--- config.mk ---
export PLATFORM = sky130hd
export DESIGN_NAME = issue_hazard_ctrl
export DESIGN_NICKNAME = d
export VERILOG_FILES = /design/src/rtl/issue_hazard_ctrl_pkg.sv /design/src/rtl/issue_hazard_ctrl_hazard_check.sv /design/src/rtl/issue_hazard_ctrl.sv
export SDC_FILE = /design/constraint.sdc
export NUM_CORES = 1
export LEC_CHECK = 0
export ABC_AREA = 1
export BUFFER_PORTS_ARGS = -buffer_cell sky130_fd_sc_hd__buf_2
export CAP_MARGIN = 25
export CELL_PAD_IN_SITES_DETAIL_PLACEMENT = 1
export CELL_PAD_IN_SITES_GLOBAL_PLACEMENT = 2
export CORE_MARGIN = 2
export CORE_UTILIZATION = 30
export DETAILED_ROUTE_END_ITERATION = 8
export PLACE_DENSITY_LB_ADDON = 0.1
export SLEW_MARGIN = 20
export SYNTH_ARGS = -nofsm -noshare
export SYNTH_HDL_FRONTEND = slang
export SYNTH_SLANG_ARGS = --single-unit
--- constraint.sdc ---
create_clock -name clock -period 3.6 [get_ports clock]
set_input_delay 0.72 -clock clock [delete_from_list [all_inputs] [get_ports clock]]
set_output_delay 0.72 -clock clock [all_outputs]
set_load 0.1 [all_outputs]
--- src/rtl/issue_hazard_ctrl_pkg.sv ---
// Shared types and constants for the issue-stage hazard controller.
package issue_hazard_ctrl_pkg;

   localparam int unsigned REG_W  = 5;
   localparam int unsigned UNIT_W = 2;
   localparam int unsigned SB_W   = 8;

   // Scoreboard row layout
   localparam int unsigned PEND_BIT = 7;
   localparam int unsigned UNIT_MSB = 6;
   localparam int unsigned UNIT_LSB = 5;
   localparam int unsigned POS_MSB  = 4;

   typedef enum logic [2:0] {
      IDLE   = 3'd0,
      CHK_RS = 3'd1,
      CHK_RT = 3'd2,
      CHK_RD = 3'd3,
      ISSUE  = 3'd4
   } state_t;

   typedef enum logic [1:0] {
      STALL_NONE = 2'd0,
      STALL_RS   = 2'd1,
      STALL_RT   = 2'd2,
      STALL_RD   = 2'd3
   } stall_t;

   typedef struct packed {
      logic [REG_W-1:0]  rs;
      logic [REG_W-1:0]  rt;
      logic [REG_W-1:0]  rd;
      logic              use_rs;
      logic              use_rt;
      logic              write_rd;
      logic [UNIT_W-1:0] unit;
   } instr_hdr_t;

endpackage

--- src/rtl/issue_hazard_ctrl_hazard_check.sv ---
// Single operand hazard test against one scoreboard row; register 0 never conflicts.
module issue_hazard_ctrl_hazard_check
   import issue_hazard_ctrl_pkg::*;
(
   input  logic             use_reg,
   input  logic [REG_W-1:0] reg_idx,
   input  logic [SB_W-1:0]  sb_data,
   output logic             clear_c
);

   // Only the pending bit matters here; unit and position are informational.
   logic unused_row;
   assign unused_row = ^sb_data[UNIT_MSB:0];

   assign clear_c = ~use_reg | (reg_idx == '0) | ~sb_data[PEND_BIT];

endmodule

--- src/rtl/issue_hazard_ctrl.sv ---
// Issue-stage controller: holds one instruction, checks rs/rt/rd against the
// scoreboard in turn, then issues and claims rd on the handshake edge.
module issue_hazard_ctrl
   import issue_hazard_ctrl_pkg::*;
#(
   parameter int unsigned PAYLOAD_W = 32,
   parameter int unsigned CNT_W     = 16
) (
   input  logic                 clock,
   input  logic                 reset,
   input  logic                 flush,
   input  logic                 in_valid,
   output logic                 in_ready,
   input  logic [4:0]           in_rs,
   input  logic [4:0]           in_rt,
   input  logic [4:0]           in_rd,
   input  logic                 in_use_rs,
   input  logic                 in_use_rt,
   input  logic                 in_write_rd,
   input  logic [1:0]           in_unit,
   input  logic [PAYLOAD_W-1:0] in_payload,
   output logic [4:0]           sb_addr,
   input  logic [7:0]           sb_data,
   output logic [4:0]           sb_writeaddr,
   output logic [1:0]           sb_registerstage,
   output logic                 sb_enablewrite,
   output logic                 out_valid,
   input  logic                 out_ready,
   output logic [4:0]           out_rs,
   output logic [4:0]           out_rt,
   output logic [4:0]           out_rd,
   output logic [1:0]           out_unit,
   output logic [PAYLOAD_W-1:0] out_payload,
   output logic [1:0]           stall_reason,
   output logic [CNT_W-1:0]     stall_cycles
);

   state_t               state_q, state_d;
   instr_hdr_t           hdr_q;
   logic [PAYLOAD_W-1:0] payload_q;
   logic [CNT_W-1:0]     cnt_q;

   logic             chk_use;
   logic [REG_W-1:0] chk_reg;
   logic             chk_clear;
   logic             accept;
   logic             stay;

   // Lookup operand selected by the current check state
   always_comb begin
      chk_use = hdr_q.use_rs;
      chk_reg = hdr_q.rs;
      case (state_q)
         CHK_RT: begin
            chk_use = hdr_q.use_rt;
            chk_reg = hdr_q.rt;
         end
         CHK_RD: begin
            chk_use = hdr_q.write_rd;
            chk_reg = hdr_q.rd;
         end
         default: ;
      endcase
   end

   assign sb_addr = chk_reg;

   issue_hazard_ctrl_hazard_check u_hazard_check (
      .use_reg (chk_use),
      .reg_idx (chk_reg),
      .sb_data (sb_data),
      .clear_c (chk_clear)
   );

   // Next state, handshakes and scoreboard claim
   always_comb begin
      state_d          = state_q;
      in_ready         = 1'b0;
      out_valid        = 1'b0;
      stall_reason     = STALL_NONE;
      sb_enablewrite   = 1'b0;
      sb_writeaddr     = '0;
      sb_registerstage = '0;
      accept           = 1'b0;
      stay             = 1'b0;

      case (state_q)
         IDLE: begin
            in_ready = 1'b1;
            if (in_valid) begin
               accept  = 1'b1;
               state_d = CHK_RS;
            end
         end
         CHK_RS: begin
            if (chk_clear) state_d = CHK_RT;
            else begin
               stall_reason = STALL_RS;
               stay         = 1'b1;
            end
         end
         CHK_RT: begin
            if (chk_clear) state_d = CHK_RD;
            else begin
               stall_reason = STALL_RT;
               stay         = 1'b1;
            end
         end
         CHK_RD: begin
            if (chk_clear) state_d = ISSUE;
            else begin
               stall_reason = STALL_RD;
               stay         = 1'b1;
            end
         end
         ISSUE: begin
            out_valid = 1'b1;
            in_ready  = out_ready;
            if (out_ready) begin
               sb_enablewrite   = hdr_q.write_rd && (hdr_q.rd != '0);
               sb_writeaddr     = hdr_q.rd;
               sb_registerstage = hdr_q.unit;
               if (in_valid) begin
                  accept  = 1'b1;
                  state_d = CHK_RS;
               end else begin
                  state_d = IDLE;
               end
            end
         end
         default: state_d = IDLE;
      endcase

      // Flush overrides everything: no issue, no claim, no accept, no stall count
      if (flush) begin
         state_d        = IDLE;
         in_ready       = 1'b0;
         out_valid      = 1'b0;
         sb_enablewrite = 1'b0;
         stall_reason   = STALL_NONE;
         accept         = 1'b0;
         stay           = 1'b0;
      end
   end

   always_ff @(posedge clock or negedge reset) begin
      if (!reset) begin
         state_q   <= IDLE;
         hdr_q     <= '0;
         payload_q <= '0;
         cnt_q     <= '0;
      end else begin
         state_q <= state_d;
         if (accept) begin
            hdr_q.rs       <= in_rs;
            hdr_q.rt       <= in_rt;
            hdr_q.rd       <= in_rd;
            hdr_q.use_rs   <= in_use_rs;
            hdr_q.use_rt   <= in_use_rt;
            hdr_q.write_rd <= in_write_rd;
            hdr_q.unit     <= in_unit;
            payload_q      <= in_payload;
         end
         if (stay && (cnt_q != '1)) cnt_q <= cnt_q + CNT_W'(1);
      end
   end

   assign out_rs       = hdr_q.rs;
   assign out_rt       = hdr_q.rt;
   assign out_rd       = hdr_q.rd;
   assign out_unit     = hdr_q.unit;
   assign out_payload  = payload_q;
   assign stall_cycles = cnt_q;

endmodule
==> impl_summary.log <==
INFO  metric clock-skew-final = 9.384 ps
INFO  metric synth_top_family_by_area = multiplexers
INFO  metric gr-total-overflow = 0
INFO  metric critPathArrivalTime = 2210 ps
INFO  metric layout.cells.most_common = buf_2
INFO  metric synth_warnings = 0
INFO  metric post-cts-setup-buffers = 0
INFO  metric grt_util_all_layers = 15.12%
INFO  metric synth_fp_nets = 414
INFO  metric yosys-mux-area-fraction = 16.98%
INFO  metric dp_hpwl = 6.736 mm
INFO  metric period_needed = 2933 ps
INFO  metric post_synth_top_flop = dfrtp_1
INFO  metric clock_pin_slew_reported_for_the_worst_setup_and_hold_paths_after_clock_tree_synthesis = 60 ps
INFO  metric finalNetCount = 538
INFO  metric layout_worst_path_cycle_share = 81.47%
INFO  metric antenna_found_initial = 0
INFO  metric worst_path_dominant_cell_family = simple AND/OR/NAND/NOR gates
INFO  metric synth_cells = 348
INFO  metric synth-edff-count = 0
INFO  metric floorplan.core_area = 0.01152 mm^2
INFO  metric ctsRootBufferMaster = clkbuf_16
INFO  metric post_synth_xor_area_fraction = 3.445%
INFO  metric post_synth_num_cell_types = 28
INFO  metric asyncSetResetFlopFracSynth = 100.0%
INFO  metric tritoncts = done
INFO  metric fmax = 0.3409 GHz
INFO  metric violations = design-rule violations
INFO  metric syn_area_per_cell = 10.23 um^2
INFO  metric cp_cell_sequence = nor2_1 > nand3_1 > nand3_1 > nor2_1 > nand3_2 > nand4_1 > inv_1 > buf_2
INFO  metric max-cap-violations = 0
INFO  metric grt_max_degree = 72
INFO  metric drt_drc_violations_left = 5
INFO  metric die_height = 112.9 um
INFO  metric worst-path-max-fanout = 10
INFO  metric tns = 0 ps
INFO  metric synth-adder-area-share = 0.3515%
INFO  metric antenna_left = 0
INFO  metric routed-via-count = 2803
INFO  metric synth_seq_area_share = 49.91%
INFO  metric crit_path_top_delay_cell = dfrtp_1
INFO  metric timing.critical_path.slowest_cell_delay = 520 ps
INFO  metric worst_ep_required_time = 2880 ps
INFO  metric finalSetupViolations = 0
INFO  metric wl_per_cell = 14.72 um
INFO  metric slew-limit-headroom = 55.48%
INFO  metric grt_first_pass_wirelength = 15.18 mm
INFO  metric finalHoldViolCount = 0
INFO  metric yosys.area_share.simple = 15.61%
INFO  metric maximum_clock_insertion_buffer_count = 2
INFO  metric htreeDepth = 3
INFO  metric rsz_0062_raised_after_global_routing = false
INFO  metric routed_via_density = 4.521
INFO  metric cts_resized = 0
INFO  metric ys_ff_latch = 71
INFO  metric final_wirelength = 9.124 mm
INFO  metric synth_compound_area_share = 4.007%
INFO  metric design.portCount = 147
INFO  metric worstSetupEndpointType = output port
INFO  metric worstSkewPairLatency = 330 ps
INFO  metric cts_hold_buffers = 0
INFO  metric mostFrequentLayoutCells = buf_2, dfrtp_1, nand2_1
INFO  metric final_layout_size_suffix_gt1_share = 45.49%
INFO  metric first_pass_iteration_count_of_the_detailed_router = 6
INFO  metric area_growth_syn_to_layout = 28.37%
INFO  metric mappedNetlistArea = 0.003560 mm^2
INFO  metric grt_pass1_vias = 3005
INFO  metric gp_routability_congestion = 0.7710
INFO  metric die_width = 112.9 um
INFO  metric final-max-slew-violation-count = 0
INFO  metric final.fill_count = 1355
INFO  metric placementRows = 39
INFO  metric number_of_buffers_inserted_during_clock_tree_synthesis = 9
INFO  metric worst_setup_path_start_kind = register
INFO  metric hold_path_class = in -> async
INFO  metric die-area = 0.01275 mm^2
INFO  metric outcome = finished, violations left
INFO  metric clkSinkCount = 71
INFO  metric path_class = reg -> out
INFO  metric antennaDiodeCount = 0
INFO  metric drtIter0Drc = 102
INFO  metric r2r_setup_slack = 1360 ps
INFO  metric path_buf_inv = 2
INFO  metric buffer_ports.inserted = 139
INFO  metric timing_worst_slew_pin_value = 665.4 ps
INFO  metric floorplan.initialDensity = 30.91%
final timing paths:
check	from	end	cells after the start
min	reset	out_rt[4]	1
max reg2reg	state_q[1]	out_payload[2]	8
min reg2reg	out_payload[11]	out_payload[11]	1
max in group asynchronous	reset	out_payload[23]	2
min in group clock	out_payload[11]	out_payload[11]	1
max	state_q[0]	stall_reason[0]	8
logic make-up after synthesis:
family          count (synthesis)
compound gates                 25
xor+xnor                       14
fa+ha+maj                       1
buf+inv                        63
flops                          71
mux                            47
simple gates                  127
area by class of cell:
cell class	count	area, um^2	area share (%)
Sequential cell	71	1777	38.88
Multi-Input combinational cell	214	1446	31.65
Timing Repair Buffer	141	745.7	16.32
Clock buffer	10	229.0	5.011
Tap cell	143	178.9	3.916
Inverter	35	131.4	2.875
Clock inverter	6	61.31	1.342
flip-flops by register name (all words and copies together) (netlist names):
name / flops
out_payload: 32
out_unit: 2
out_rd: 5
out_rt: 5
stall_cycles: 16
hdr_q: 3
state_q: 3
out_rs: 5
metal layers:
metal	GRT usage (%)	share of wire, %	up-vias
li1	-	-	1357
met1	19.89	46	1342
met2	22.29	44	94
met3	6.052	9.6	10
met4	6.098	1.3	0
met5	0	0	-
per-stage QoR:
step | hold WS (ps) | utilization (%) | area, um^2 | instances | worst slack (ps)
2_1_floorplan | 424.4 | - | 3568 | 348 | 350.4
3_5_place_dp | 489.7 | 36.92 | 4252 | 603 | 987.8
6_report | 321.4 | 39.68 | 4569 | 620 | 666.9
3_3_place_gp | 483.1 | 36.92 | 4252 | 603 | 965.4
4_1_cts | 505.3 | 39.44 | 4542 | 619 | 606.5
5_1_grt | 339.6 | 39.68 | 4569 | 620 | 477.4
cells in the mapped netlist (2+ instances only):
master   count  area [um^2]
a21oi_1      7        35.03
buf_2        3        15.01
buf_4       20        150.1
buf_6        4        45.04
dfrtp_1     71         1777
inv_1       30        112.6
inv_2        5        18.77
mux2_2      27        304.0
mux2_4      20        300.3
nand2_1     54        202.7
nand3_1     21        105.1
nand3_2      2        20.02
nand4_1      5        31.28
nor2_1      35        131.4
nor3_1       6        30.03
o21ai_0      6        30.03
o21ai_1      9        45.04
xnor2_1      6        52.55
xor2_1       8        70.07
Power is not shown: default switching activity piles up to over one toggle a cycle in this logic, so the estimate is an artifact.
